`src/rtl/edgegen_pkg.sv`:
```
// Shared definitions for the edge generator: FSM encoding, timer width,
// and the small control bundles passed between FSM and timer.
package edgegen_pkg;
  localparam int CW = 8;

  typedef enum logic [1:0] {
    IDLE = 2'd0,
    HIGH = 2'd1,
    LOW  = 2'd2
  } state_t;

  typedef struct packed {
    logic go;
    logic from_pend;
  } launch_t;

  typedef struct packed {
    logic          load;
    logic          dec;
    logic [CW-1:0] val;
  } cnt_ctl_t;

  // Counter reload value for a phase lasting n cycles (counter runs n-1 .. 0).
  function automatic logic [CW-1:0] ld_val(input int n);
    return CW'(n - 1);
  endfunction
endpackage

```
`src/rtl/cyccnt.sv`:
```
// Loadable down counter with zero flag; times the HIGH and LOW phases.
module cyccnt
  import edgegen_pkg::*;
(
  input  logic     clk,
  input  logic     rst_n,
  input  cnt_ctl_t ctl,
  output logic     zero
);
  logic [CW-1:0] cnt;

  always_ff @(posedge clk) begin
    if (!rst_n)                   cnt <= '0;
    else if (ctl.load)            cnt <= ctl.val;
    else if (ctl.dec && cnt != 0) cnt <= cnt - 1'b1;
  end

  assign zero = (cnt == '0);
endmodule

```
`src/rtl/edgegen.sv`:
```
// Stretches single-cycle trig requests into HI-cycle pulses separated by at
// least LO idle cycles, queueing requests that arrive while a pulse is busy.
module edgegen
  import edgegen_pkg::*;
#(
  parameter string e  = "pos",
  parameter int    HI = 4,
  parameter int    LO = 4,
  parameter int    PW = 4
) (
  input  logic          clk,
  input  logic          rst_n,
  input  logic          trig,
  output logic          async,
  output logic          busy,
  output logic [PW-1:0] pending,
  output logic          overflow
);
  localparam logic          ACT   = (e == "pos");
  localparam logic [CW-1:0] HI_LD = ld_val(HI);
  localparam logic [CW-1:0] LO_LD = ld_val(LO);

  state_t   state, nstate;
  launch_t  lnc;
  cnt_ctl_t ctl;
  logic     zero, has_req;
  logic     async_d, busy_d;
  logic     inc, dec, full;

  cyccnt u_cnt (
    .clk  (clk),
    .rst_n(rst_n),
    .ctl  (ctl),
    .zero (zero)
  );

  always_ff @(posedge clk) begin
    if (!rst_n) state <= IDLE;
    else        state <= nstate;
  end

  always_comb begin
    nstate  = state;
    ctl     = '0;
    lnc     = '0;
    has_req = trig || (pending != '0);
    case (state)
      IDLE: if (has_req) begin
        nstate = HIGH;
        lnc.go = 1'b1;
      end
      HIGH: if (zero) begin
        nstate   = LOW;
        ctl.load = 1'b1;
        ctl.val  = LO_LD;
      end else begin
        ctl.dec = 1'b1;
      end
      LOW: if (zero) begin
        if (has_req) begin
          nstate = HIGH;
          lnc.go = 1'b1;
        end else begin
          nstate = IDLE;
        end
      end else begin
        ctl.dec = 1'b1;
      end
      default: nstate = IDLE;
    endcase
    // A queued request always wins the launch over a fresh trig.
    if (lnc.go) begin
      ctl.load      = 1'b1;
      ctl.val       = HI_LD;
      lnc.from_pend = (pending != '0);
    end
  end

  always_comb begin
    async_d = (nstate == HIGH) ? ACT : ~ACT;
    busy_d  = (nstate != IDLE);
  end

  assign inc  = trig && !(lnc.go && !lnc.from_pend);
  assign dec  = lnc.from_pend;
  assign full = &pending;

  // Outputs are registered off the next state so nothing from trig leaks out combinationally.
  always_ff @(posedge clk) begin
    if (!rst_n) begin
      async    <= ~ACT;
      busy     <= 1'b0;
      pending  <= '0;
      overflow <= 1'b0;
    end else begin
      async <= async_d;
      busy  <= busy_d;
      if (inc && !dec) begin
        if (full) overflow <= 1'b1;
        else      pending  <= pending + 1'b1;
      end else if (dec && !inc) begin
        pending <= pending - 1'b1;
      end
    end
  end
endmodule

```
`config.mk`:
```
export PLATFORM = sky130hd
export DESIGN_NAME = edgegen
export DESIGN_NICKNAME = d
export VERILOG_FILES = /design/src/rtl/edgegen_pkg.sv /design/src/rtl/cyccnt.sv /design/src/rtl/edgegen.sv
export SDC_FILE = /design/constraint.sdc
export NUM_CORES = 1
export LEC_CHECK = 0
export BUFFER_PORTS_ARGS = -buffer_cell sky130_fd_sc_hd__buf_2
export CELL_PAD_IN_SITES_DETAIL_PLACEMENT = 1
export CELL_PAD_IN_SITES_GLOBAL_PLACEMENT = 1
export CORE_MARGIN = 5
export CORE_UTILIZATION = 45
export CTS_CLUSTER_SIZE = 40
export DETAILED_ROUTE_END_ITERATION = 8
export PLACE_DENSITY = 0.88
export SYNTH_ARGS = -nofsm -noshare
export SYNTH_HDL_FRONTEND = slang
export SYNTH_HIERARCHICAL = 1
export SYNTH_SLANG_ARGS = --single-unit
export TNS_END_PERCENT = 10
```
`constraint.sdc`:
```
create_clock -name clk -period 6.43 [get_ports clk]
set_input_delay 1.286 -clock clk [delete_from_list [all_inputs] [get_ports clk]]
set_output_delay 1.286 -clock clk [all_outputs]
set_load 0.05 [all_outputs]
```
==> summary.md <==
| Metric | Value |
|---|---|
| Area delta synth->final | 10.5% |
| Post-CTS sizing | 0 |
| Top-area cell type share of the netlist area | just over 30% |
| Worst Skew | roughly 0.0023 ns |
| DRC | 0 |
| Count leader, synth | dfxtp_1 |
| Place WS | around 3 ns |
| Filler Cell Count | approximately 290 |
| Ys async rst share | 0% |
| Post-CTS Hold Buffers | 0 |
| Clock latency on the worst-skew pair | roughly 0.28 ns |
| Top cells by count, synth | dfxtp_1 (17), a21oi_1 (9), inv_1 (9) |
| Post-synth EDFFs | 0 |
| 1st-iter DRT viols | 21 |
| CTS buffer count | 3 |
| CTS H-tree depth | 1 |
| Hold crit path type | flip-flop to flip-flop |
| Worst rel slew slack | 41.0% |
| GRT Util Overall | between 15 and 20% |
| Post-synthesis cell count | between 100 and 150 |
| Die area | ~3500 um^2 |
| Sequential element share of the synthesized area | between 30 and 40% |
| Sequential cell area | between 300 and 400 um^2 |
| Final Worst Setup Slack | between 2 and 3 ns |
| Layout Cells excl Fill | around 170 |
| Final Hold Viols | 0 |
| Clk buf depth | 2 |
| WP data required | 6.65 ns |
| HPWL after DPL | slightly below 2000 um |
| Initial core utilization | 48.4% |
| Router iterations before antenna repair | 4 |
| Area leader, netlist | dfxtp_1 |
| Multi-input logic area | between 700 and 800 um^2 |
| Final ANT Viol Nets | 0 |
| Mean Syn Cell Area | ~8.8 um^2 |
| Setup bufs post-CTS | 0 |
| Clock root buffer | clkbuf_4 |
| #FFs+latches synth | 17 |
| Pin count of the biggest net entering global routing | 16 |
| Clock slew seen by the registers of the worst setup and hold paths | 0.10 ns |
| CP Launch Type | flip-flop |
| Initial antenna violation count | 0 |
| Routed vias | 952 |
| Worst-Margin Slew | ~0.88 ns |
| Slew Viols, Final | 0 |
| Largest cells by area after synthesis | dfxtp_1 (31%), ha_1 (9.2%), a21oi_1 (4.1%) |
| Row cnt | 17 |
| Final number of setup-violating endpoints | 0 |
| Status | complete, no violations |
| IO Pins | 10 |
| GR Overflow Total | 0 |
| Vias per std cell | 5.70 |
| Critical path class | flip-flop to flip-flop |
| Final TNS setup | 0 ns |
| Yosys cell types | 42 |
| Max-cap violations | 0 |
| PortBufs | 9 |
| Fin crit period | between 3 and 4 ns |
| First-pass GRT wire length | around 4400 um |
| Post-layout nets | approximately 150 |
| Avg WL per Cell | 14.8 um |
| Mapped Area | roughly 1100 um^2 |
| RSZ-0062 raised after global routing | no |
| Yosys Warn Count | 6 |
| WL final | roughly 2500 um |
| CORE AREA | between 2000 and 2500 um^2 |
| Arrival @ worst endpoint | between 3 and 4 ns |
| Vias in the first global route | between 900 and 1k |
| Die H | between 50 and 60 um |
| GP Congestion | ~0.75 |
| Total clock sinks | 17 |
| Max FO, Critical Path | 8 |
| TritonCTS clock tree | yes |
| Top_reg_cell synth | dfxtp_1 |
| Share of post-route cells with drive strength above 1 | roughly 17% |
| Chip width | just under 60 um |
| Fmax | ~0.29 GHz |
| Final worst path period share | a little over half |
| Placed Instances | 163 |
| Crit end category | flip-flop |
| # diodes | 0 |
## flip-flops by register name, summed over array words and instances, names as in the netlist
name and count:
async 1, busy 1, u_cnt/cnt 8, pending 4
overflow 1, state 2
## critical path, stage by stage, from the launching register on
cell and delay, ns:
dfxtp_1 0.37, or4_4 0.59, nor4_1 0.69, a21oi_1 0.36
nand2_1 0.26, ha_1 0.31, and3_1 0.22, a211o_1 0.28
a22oi_2 0.16, mux2i_1 0.20
## placed cells by master, fill, tap and decap left out, types with 3 or more instances in the layout
master	netlist	final
a21oi_1	9	9
nand2_1	5	5
nand3_1	4	4
nor3_1	6	6
dfxtp_1	17	17
xnor2_1	3	3
and2_1	3	3
o31ai_1	3	3
nand2b_1	3	3
ha_1	8	8
conb_1	1	6
nor3b_1	3	3
o21ai_0	8	8
inv_1	9	9
buf_2	0	9
o21a_1	3	3
nor2_1	4	4
clkbuf_4	0	3
a31oi_1	3	3
## metrics by stage
| stage | hold slack (ns) | cell area (um^2) | utilization [%] |
|---|---|---|---|
| floorplan | 0.468 | 1110 | - |
| global placement | 0.445 | 1180 | 52.3 |
| detailed placement | 0.448 | 1180 | 52.3 |
| CTS | 0.474 | 1210 | 53.6 |
| global route | 0.494 | 1210 | 53.6 |
| finish | 0.468 | 1210 | 53.6 |
## path summary, 6_finish.rpt
| check | from | end | slack, ns | cells past startpoint |
|---|---|---|---|---|
| setup / recovery | u_cnt/cnt[2] | pending[3] | 2.93 | 9 |
| setup reg to reg | u_cnt/cnt[2] | pending[3] | 2.93 | 9 |
| hold reg to reg | overflow | overflow | 0.47 | 1 |
| hold / removal | overflow | overflow | 0.47 | 1 |
## kinds of logic after synthesis
logic type               after synthesis  share of synthesized area [%]
AO/OA/AOI/OAI                         36                           24.2
buffers and inverters                 12                           4.12
flip-flops                            17                           31.2
multiplexers                           2                           1.83
adder cells (fa/ha/maj)                9                           11.0
AND/OR/NAND/NOR                       43                           24.2
other                                  1                          0.343
XOR/XNOR                               4                           3.21
## final cells by class
cell class | count | share of cell area (%)
clock buffers | 3 | 1.87
multi-input cells | 100 | 60.1
flip-flops and latches | 17 | 28.2
inverters | 9 | 2.80
repair buffers | 9 | 3.73
well taps | 28 | 2.90
clock inverters | 1 | 0.415
## layer usage
metal  vias to the layer above  GRT usage (%)  wire, um
met5                         -              0         0
met4                         0           3.88        13
met3                         2           2.61        63
met2                         8           28.7      1220
met1                       464           20.2      1180
li1                        478              -         -
Power is not shown: default switching activity piles up to over one toggle a cycle in this logic, so the estimate is an artifact.
